[src/rtl/bram_arb_pkg.sv]
// Shared FSM state encoding and requester count for the BRAM port arbiter.
package bram_arb_pkg;
  localparam int unsigned NREQ = 2;

  typedef enum logic [1:0] {
    IDLE   = 2'd0,
    ACCESS = 2'd1,
    RESP   = 2'd2
  } state_t;
endpackage

[src/rtl/bram_arb_rr.sv]
// Round-robin winner select: a lone requester wins; on a tie the one not granted last wins.
module bram_arb_rr
  import bram_arb_pkg::*;
(
  input  logic [NREQ-1:0] req,
  input  logic            ptr,
  output logic [NREQ-1:0] win
);

  always_comb begin
    win = '0;
    case (req)
      2'b01:   win = 2'b01;
      2'b10:   win = 2'b10;
      2'b11:   win = ptr ? 2'b01 : 2'b10;
      default: win = '0;
    endcase
  end

endmodule

[src/rtl/bram_port_arb.sv]
// Two-requester arbiter sharing one BRAM port; one transaction every three cycles.
module bram_port_arb
  import bram_arb_pkg::*;
#(
  parameter int DATA_WIDTH = 8,
  parameter int ADDR_WIDTH = 4
) (
  input  logic                       a_clk,
  input  logic                       rst,
  input  logic [NREQ-1:0]            req,
  input  logic [NREQ-1:0]            wr,
  input  logic [2*ADDR_WIDTH-1:0]    addr,
  input  logic [2*DATA_WIDTH-1:0]    wdata,
  output logic [NREQ-1:0]            gnt,
  output logic [NREQ-1:0]            rvalid,
  output logic [DATA_WIDTH-1:0]      rdata,
  output logic                       busy,
  output logic                       mem_en,
  output logic                       mem_wr,
  output logic [ADDR_WIDTH-1:0]      mem_addr,
  output logic [DATA_WIDTH-1:0]      mem_wdata,
  input  logic [DATA_WIDTH-1:0]      mem_rdata
);

  state_t                state, state_n;
  logic                  last, last_n;
  logic [NREQ-1:0]       win;
  logic                  widx;
  logic [NREQ-1:0]       gnt_n, rvalid_n;
  logic [DATA_WIDTH-1:0] rdata_n, mem_wdata_n;
  logic [ADDR_WIDTH-1:0] mem_addr_n;
  logic                  mem_en_n, mem_wr_n, busy_n;

  bram_arb_rr u_rr (
    .req (req),
    .ptr (last),
    .win (win)
  );

  assign widx = win[1];

  // The last-winner pointer doubles as the owner of the in-flight transaction.
  always_comb begin
    state_n     = state;
    last_n      = last;
    gnt_n       = '0;
    rvalid_n    = '0;
    mem_en_n    = 1'b0;
    rdata_n     = rdata;
    mem_wr_n    = mem_wr;
    mem_addr_n  = mem_addr;
    mem_wdata_n = mem_wdata;
    case (state)
      IDLE: begin
        if (|req) begin
          state_n     = ACCESS;
          last_n      = widx;
          gnt_n       = win;
          mem_en_n    = 1'b1;
          mem_wr_n    = wr[widx];
          mem_addr_n  = widx ? addr[ADDR_WIDTH +: ADDR_WIDTH] : addr[0 +: ADDR_WIDTH];
          mem_wdata_n = widx ? wdata[DATA_WIDTH +: DATA_WIDTH] : wdata[0 +: DATA_WIDTH];
        end
      end
      ACCESS: state_n = RESP;
      RESP: begin
        state_n = IDLE;
        if (!mem_wr) begin
          rdata_n  = mem_rdata;
          rvalid_n = last ? 2'b10 : 2'b01;
        end
      end
      default: state_n = IDLE;
    endcase
    busy_n = (state_n != IDLE);
  end

  always_ff @(posedge a_clk) begin
    if (rst) begin
      state     <= IDLE;
      last      <= 1'b1;
      gnt       <= '0;
      rvalid    <= '0;
      rdata     <= '0;
      busy      <= 1'b0;
      mem_en    <= 1'b0;
      mem_wr    <= 1'b0;
      mem_addr  <= '0;
      mem_wdata <= '0;
    end else begin
      state     <= state_n;
      last      <= last_n;
      gnt       <= gnt_n;
      rvalid    <= rvalid_n;
      rdata     <= rdata_n;
      busy      <= busy_n;
      mem_en    <= mem_en_n;
      mem_wr    <= mem_wr_n;
      mem_addr  <= mem_addr_n;
      mem_wdata <= mem_wdata_n;
    end
  end

endmodule

[config.mk]
export PLATFORM = sky130hd
export DESIGN_NAME = bram_port_arb
export DESIGN_NICKNAME = d
export VERILOG_FILES = /design/src/rtl/bram_arb_pkg.sv /design/src/rtl/bram_arb_rr.sv /design/src/rtl/bram_port_arb.sv
export SDC_FILE = /design/constraint.sdc
export NUM_CORES = 1
export LEC_CHECK = 0
export CAP_MARGIN = 20
export CORE_MARGIN = 1.5
export CORE_UTILIZATION = 41
export CTS_CLUSTER_DIAMETER = 150
export DETAILED_ROUTE_END_ITERATION = 12
export PLACE_DENSITY = 0.87
export SLEW_MARGIN = 10
export SYNTH_ARGS = -nofsm -noshare
export SYNTH_HDL_FRONTEND = slang
export SYNTH_SLANG_ARGS = --single-unit
[constraint.sdc]
create_clock -name a_clk -period 3.36 [get_ports a_clk]
set_input_delay 1.008 -clock a_clk [delete_from_list [all_inputs] [get_ports a_clk]]
set_output_delay 1.008 -clock a_clk [all_outputs]
set_load 0.05 [all_outputs]
# Word-level counts from Yosys, hierarchy flattened
# Index checks and enable logic that the tools add are counted.
dict set report word_totals {
  inputBits 38
  wordCells 38
  ff_bits 30
  output_inout_bits 27
}
dict set report classes {
  n_reduce_logical 8
  n_lt_le_gt_ge 1
  n_bitwise 4
  n_eq_ne 5
  muxes 10
}
# op n
set ops {}
lappend ops {{8-bit 2-to-1 mux} 1}
lappend ops {{2-bit equality test, second input constant} 3}
lappend ops {{2-bit 2-to-1 mux} 3}
lappend ops {{2-bit one-hot mux with 3 select lines} 1}
lappend ops {{3-bit OR reduction} 2}
lappend ops {{2-bit by 1-bit equality test with 1-bit output, second input constant} 2}
lappend ops {{4-bit 2-to-1 mux} 1}
lappend ops {{1-bit NOT} 4}
lappend ops {{2-bit one-hot mux with 2 select lines} 1}
lappend ops {{2-bit AND reduction} 2}
lappend ops {{2-bit OR reduction} 2}
lappend ops {{1-bit 2-to-1 mux} 3}
lappend ops {{2-bit logical NOT} 1}
lappend ops {{1-bit by 2-bit < comparator with 1-bit output, second input constant} 1}
lappend ops {{2-bit nonzero test} 1}

# Depth between registers and ports, before layout
# Gate-level depths: netlist of run 1.
dict set report logic_depth {
  ltp_word 4
  depth_mapped 5
}

# Modules after synthesis
# Synthesis of run 1 repeated with hierarchy kept, for this count alone.
dict set report unflattened {
  hier_cells 113
  area_unflattened_um2 1237.4
}
# module cells_per_inst instances area_per_inst_um2
set by_module_without_submodules {}
lappend by_module_without_submodules {bram_port_arb 110 1 1218.7}
lappend by_module_without_submodules {bram_arb_rr 3 1 18.8}

# Worst setup path after synthesis of run 1
# Ideal clock, no wire load.
dict set report synth_path {
  kind {input to register}
  startpoint {input req[0]}
  endpoint {register mem_addr[0]}
  stages 5
  path_buffers 2
  setup_slack_ps 1446
  required_ps 3272
  arrival_time_ps 1826
  cell_sequence {or2_1 > buf_2 > and2_4 > buf_6 > a311oi_2}
}
dict set report synth_via {
  elab_chain_cells 3
}
# item line
set synth_lines {}
lappend synth_lines {{start, declared} bram_port_arb.sv:10} ;# input logic [NREQ-1:0] req,
lappend synth_lines {{2-bit equality test / 2-bit by 1-bit equality test with 1-bit output (equally long branches)} bram_arb_rr.sv:12} ;# case (req)
lappend synth_lines {{2-bit one-hot mux with 3 select lines} bram_arb_rr.sv:12}
lappend synth_lines {{4-bit 2-to-1 mux} bram_port_arb.sv:61} ;# mem_addr_n = widx ? addr[ADDR_WIDTH +: ADDR_WIDTH] : addr[0 +: ADDR_WIDTH];
lappend synth_lines {{end signal, assigned} bram_port_arb.sv:99} ;# mem_addr <= mem_addr_n;
lappend synth_lines {{end, declared} bram_port_arb.sv:20} ;# output logic [ADDR_WIDTH-1:0] mem_addr,
# Parallel ways exist; a longest one is shown, timed or not.
# A chain may end at the register's enable or synchronous reset.

# Worst setup path after layout of run 1
dict set report layout_path {
  startpoint {register mem_wr}
  endpoint {output mem_wr}
}
# item line
set layout_rtl {}
lappend layout_rtl {{start, declared} bram_port_arb.sv:19} ;# output logic mem_wr,
lappend layout_rtl {{start signal, assigned} bram_port_arb.sv:98} ;# mem_wr <= mem_wr_n;
# No word-level cell between the ends.

==> results.cfg, run 1 <==
[worst_setup_path]
crit_fanout = 3
reg2reg_to = last$_SDFFE_PP1P_
end_kind = primary output
criticalPathCategory = reg -> out
critPathMaxStageDelay_ns = 0.82
cp.required_ns = 2.35
ff2ff_path_depth = 3
cp_num_buf_inv = 1
slowest_stage = clkdlybuf4s50_1
cp.arrival_ns = 1.53
r2r_start = state[0]$_SDFF_PP0_
rrSetupSlack_ns = 1.84
setup.worst_path.start_class = flip-flop
path_cells = clkdlybuf4s50_1
crit_family = buffers and inverters

[timing]
finalHoldViolCount = 0
max_freq_ghz = 0.395
fin_crit_ns = 2.53
tightest_slew_ns = 0.610
fin_worst_skew_ns = 0.00801
drv_slew = 0
fin_crit_sh_pct = 75.4
rsz0062_at_grt = false
tns_ns = 0
setup_viol = 0
hold_ws_ns = 0.503
slew_headroom_pct = 59.1

[job]
max_cap_viol_count = 0

[global_routing]
antenna_found_initial = 0
grt_max_degree = 17
grt_use_total_pct = 19.0
grt_pass1_vias = 1113
grt_overflow_total = 0
grt_pass1_wl_mm = 4.66

[synth]
synth_nets = 163
yosysSeqAreaShare_pct = 49.2
ys_warn_count = 0
ys_ff_latch = 30
synth_largest_area_cell = dfxtp_1
syn_area_mm2 = 0.00122
netlist_top_cells_area = dfxtp_1 (49%), a311oi_2 (12%), nand2_1 (8.3%)
synth_area_per_cell_um2 = 9.76
synthCells = 125
ys_types = 21
synth_top_area_share_pct = 49.2

[finish]
fin_util_pct = 69.1
layout_common_cells = clkdlybuf4s50_1 (64), dfxtp_1 (30), nand2_1 (27)
nNetsFinal = 226
antenna_cells = 0
post_route_cells_drive_above_1_share_pct = 12.2
mostFrequentLayoutCell = clkdlybuf4s50_1
syn2layout_area_growth_pct = 57.5

[clock_tree]
cts.clk_slew.worst_paths_ns = 0.09
clock_sinks = 30
clock_latency_ns = 0.33
ctsHoldBuffers = 0
cts-resized-gates = 0
post_cts_buffers = 0
cts_tree = yes
cts-buffers-inserted = 5
htreeDepth = 2
clk_path_buf_depth = 2
root_buffer = clkbuf_4

[floorplanning]
dieWidth_um = 57.5
initial_utilization_pct = 43.9
fp.dieH_um = 57.5
num_io_pins = 65
dieArea_mm2 = 0.00331
core_area_mm2 = 0.00278
std_cell_rows = 19

[power]
power.total_uw = 911
power.leakage_uw = 0.000712
peakVddDrop_mv = 0.387
powerDensity_mw_per_mm2 = 474

[worst_hold_path]
min_path_cells = 2
min-delay-start = rdata[7]$_SDFFE_PP0P_
hold_path.class = reg -> reg
worstHoldEndpoint = rdata[7]$_SDFFE_PP0P_

[detailed_routing]
drt_iter0_drc = 13
totalWireLength_mm = 2.97
first_pass_iters = 4
route.detailed.drc = 0
vias = 1112
wl_per_cell_um = 13.5
antenna_left = 0
viasPerCell = 5.05

[placed_design]
numPortBuffers = 64
gp_congestion = 0.754
dp_hpwl_mm = 2.23

[outcome]
status = finished, final reports clean
-- flip-flops by register name, summed over array words and instances, names as in the netlist --
signal,cells
mem_wr,1
busy,1
mem_addr,4
state,2
mem_wdata,8
rvalid,2
gnt,2
last,1
rdata,8
mem_en,1
-- power by group --
part | total (uW) | switching (uW) | leakage, uW | internal (uW)
logic | 286 | 167 | 0.000429 | 119
registers | 403 | 17.5 | 0.000247 | 385
clock network | 222 | 121 | 0.0000353 | 101
total | 911 | 306 | 0.000712 | 605
-- cells in the mapped netlist --
master / instances
dfxtp_1: 30
mux2i_1: 8
o21bai_1: 1
and3b_1: 1
a21oi_1: 13
nand2_1: 27
or2_1: 1
a21boi_2: 1
and2_4: 1
and3_1: 1
nor2_2: 1
nor3b_1: 3
buf_6: 1
nor3_1: 2
buf_2: 6
a21bo_2: 1
a311oi_2: 10
a311oi_1: 3
clkbuf_1: 3
a211o_1: 1
nor2_1: 10
-- routing by layer --
layer	vias to the layer above	GRT usage (%)	wire length [um]
met5	-	0	0
met4	0	7.97	47
met3	6	8.62	302
met2	61	33.3	1430
met1	479	19.5	1190
li1	566	-	-
-- worst max-delay path by stage --
stage,slack [ns],startpoint,end,cells past startpoint
6_report,0.83,mem_wr$_SDFFE_PP0P_,mem_wr,1
3_3_place_gp,0.76,req[0],last$_SDFFE_PP1P_,4
2_1_floorplan,1.45,req[0],mem_addr[0]$_SDFFE_PP0P_,5
5_1_grt,0.77,mem_wr$_SDFFE_PP0P_,mem_wr,1
3_5_place_dp,0.71,req[0],last$_SDFFE_PP1P_,4
4_1_cts,0.82,mem_wr$_SDFFE_PP0P_,mem_wr,1
-- logic make-up after synthesis --
group	Yosys count	share of synthesized area (%)
buf+inv	10	4.31
flops	30	49.2
mux	8	6.56
simple gates	47	17.0
compound gates	30	22.9
-- area by class of cell --
cell class	count	area [um2]
Clock inverter	1	5.00
Clock buffer	7	55.1
Multi-Input combinational cell	85	567
Tap cell	31	38.8
Fill cell	238	860
Timing Repair Buffer	66	656
Sequential cell	30	601
-- per-stage QoR --
stage | instance area, um2 | instances | setup WS, ns
finish | 1920 | 220 | 0.826
global route | 1920 | 220 | 0.768
CTS | 1920 | 220 | 0.822
detailed placement | 1860 | 212 | 0.705
global placement | 1860 | 212 | 0.761
floorplan | 1220 | 125 | 1.45
No activity file was read; power rests on OpenSTA's default activity.
==> inputs of run 2 (changes only) <==
- CORE_UTILIZATION: 41 -> 38
- PLACE_DENSITY: 0.87 -> 0.82
- clock period: 3.36 -> 2.5 ns (I/O delays scaled with it)
==> run 2 against run 1 <==
  * Hold slack worse by 0.0081 ns
  * Setup slack worse by 0.61 ns
  * Via count is 6.1% higher
  * Global-route usage is 0.49 points higher
  * Cell count is 7.7% higher
  * Critical path depth stayed put
  * Cell area is 3.4% higher
  * Utilization is 4.0 points lower
  * Largest power group unchanged
  * Count of clock-buffer cells in the layout is 1 higher
  * Sequential share of layout area is 1.0 points lower
  * Combinational power is 38% higher
  * Largest cell class unchanged
  * Wire length is 6.8% higher
==> results.cfg, run 2 (synthesized netlist as in run 1, its figures left out) <==
[clock_tree]
cts_tree = yes
root_buffer = clkbuf_4
post_cts_buffers = 0
clock_sinks = 30
clock_latency_ns = 0.32
htreeDepth = 2
cts-resized-gates = 0
clk_path_buf_depth = 2
cts.clk_slew.worst_paths_ns = 0.09
cts-buffers-inserted = 5
ctsHoldBuffers = 0

[worst_setup_path]
cp_num_buf_inv = 1
crit_fanout = 3
critPathMaxStageDelay_ns = 0.82
end_kind = primary output
setup.worst_path.start_class = flip-flop
crit_family = buffers and inverters
cp.arrival_ns = 1.53
cp.required_ns = 1.75
reg2reg_to = last$_SDFFE_PP1P_
criticalPathCategory = reg -> out
path_cells = clkdlybuf4s50_1
ff2ff_path_depth = 3
slowest_stage = clkdlybuf4s50_1
rrSetupSlack_ns = 0.96
r2r_start = state[0]$_SDFF_PP0_
worst-path-stages = 1

[power]
power.total_uw = 1280
peakVddDrop_mv = 0.363
powerDensity_mw_per_mm2 = 646
power.leakage_uw = 0.000740

[detailed_routing]
vias = 1180
totalWireLength_mm = 3.17
viasPerCell = 4.98
first_pass_iters = 4
wl_per_cell_um = 13.4
route.detailed.drc = 0
antenna_left = 0
drt_iter0_drc = 21

[timing]
setup_viol = 0
tightest_slew_ns = 0.626
hold_ws_ns = 0.495
fin_crit_sh_pct = 91.2
tns_ns = 0
drv_slew = 0
rsz0062_at_grt = false
fin_crit_ns = 2.28
slew_headroom_pct = 58.3
fin_worst_skew_ns = 0.00667
finalHoldViolCount = 0
max_freq_ghz = 0.439

[finish]
nFillCells = 264
nNetsFinal = 230
ff_latch_area_um2 = 601
layout_common_cells = clkdlybuf4s50_1 (64), dfxtp_1 (30), nand2_1 (27)
multi_input_area_um2 = 567
post_route_cells_drive_above_1_share_pct = 14.5
mostFrequentLayoutCell = clkdlybuf4s50_1
top_regs = mem_wdata (8), rdata (8), mem_addr (4)
antenna_cells = 0
syn2layout_area_growth_pct = 62.9

[job]
max_cap_viol_count = 0

[floorplanning]
num_io_pins = 65
core_area_mm2 = 0.00305
initial_utilization_pct = 40.0
dieArea_mm2 = 0.00356
std_cell_rows = 20
dieWidth_um = 59.7
fp.dieH_um = 59.7

[placed_design]
gp_congestion = 0.692
numPortBuffers = 64
dp_hpwl_mm = 2.41

[global_routing]
grt_max_degree = 17
antenna_found_initial = 0
grt_pass1_vias = 1167
grt_overflow_total = 0
grt_use_total_pct = 19.5
grt_pass1_wl_mm = 5.02

[outcome]
status = finished, final reports clean

[worst_hold_path]
min_path_cells = 2
worstHoldEndpoint = rdata[6]$_SDFFE_PP0P_
min-delay-start = rdata[6]$_SDFFE_PP0P_
hold_path.class = reg -> reg
[run 2: through the flow]
step / setup WS [ns] / cells / utilization (%) / cell area [um2]
2_1_floorplan: 0.844 / 125 / - / 1220
5_1_grt: 0.176 / 237 / 65.1 / 1990
6_report: 0.220 / 237 / 65.1 / 1990
4_1_cts: 0.204 / 237 / 65.1 / 1990
3_5_place_dp: 0.223 / 229 / 62.5 / 1910
3_3_place_gp: 0.305 / 229 / 62.5 / 1910
[run 2: routing by layer]
layer / track usage (%) / vias to the layer above / share of wire [%]
met5: 0 / - / 0
met4: 10.5 / 0 / 2.1
met3: 4.33 / 8 / 6.6
met2: 35.2 / 41 / 53
met1: 20.8 / 553 / 38
li1: - / 578 / -
[run 2: how the worst max path moves through the flow]
stage | start | to | slack (ns)
after global routing | mem_wr$_SDFFE_PP0P_ | mem_wr | 0.18
final | mem_wr$_SDFFE_PP0P_ | mem_wr | 0.22
after global placement | req[0] | last$_SDFFE_PP1P_ | 0.31
after floorplan | req[0] | mem_addr[0]$_SDFFE_PP0P_ | 0.84
after detailed placement | req[0] | mem_addr[1]$_SDFFE_PP0P_ | 0.22
after CTS | mem_wr$_SDFFE_PP0P_ | mem_wr | 0.20
[run 2: report_power, final]
part | internal, uW | switching (uW) | total, uW | leakage [uW]
Clock | 192 | 155 | 346 | 0.0000446
Sequential | 518 | 24.0 | 542 | 0.000247
Combinational | 165 | 230 | 396 | 0.000449
[run 2: area by class of cell]
| type | instances | area share, % |
|---|---|---|
| timing repair buffer | 70 | 34.5 |
| multi-input combinational | 85 | 28.5 |
| clock buffer | 8 | 3.97 |
| sequential | 30 | 30.2 |
| tap | 44 | 2.77 |
[run 2: tightest hold or removal path: cells and delay by family (launching register included)]
kind             cells  cell delay, ns
DFF                  1            0.33
muxes                1            0.06
and+or+nand+nor      1            0.07
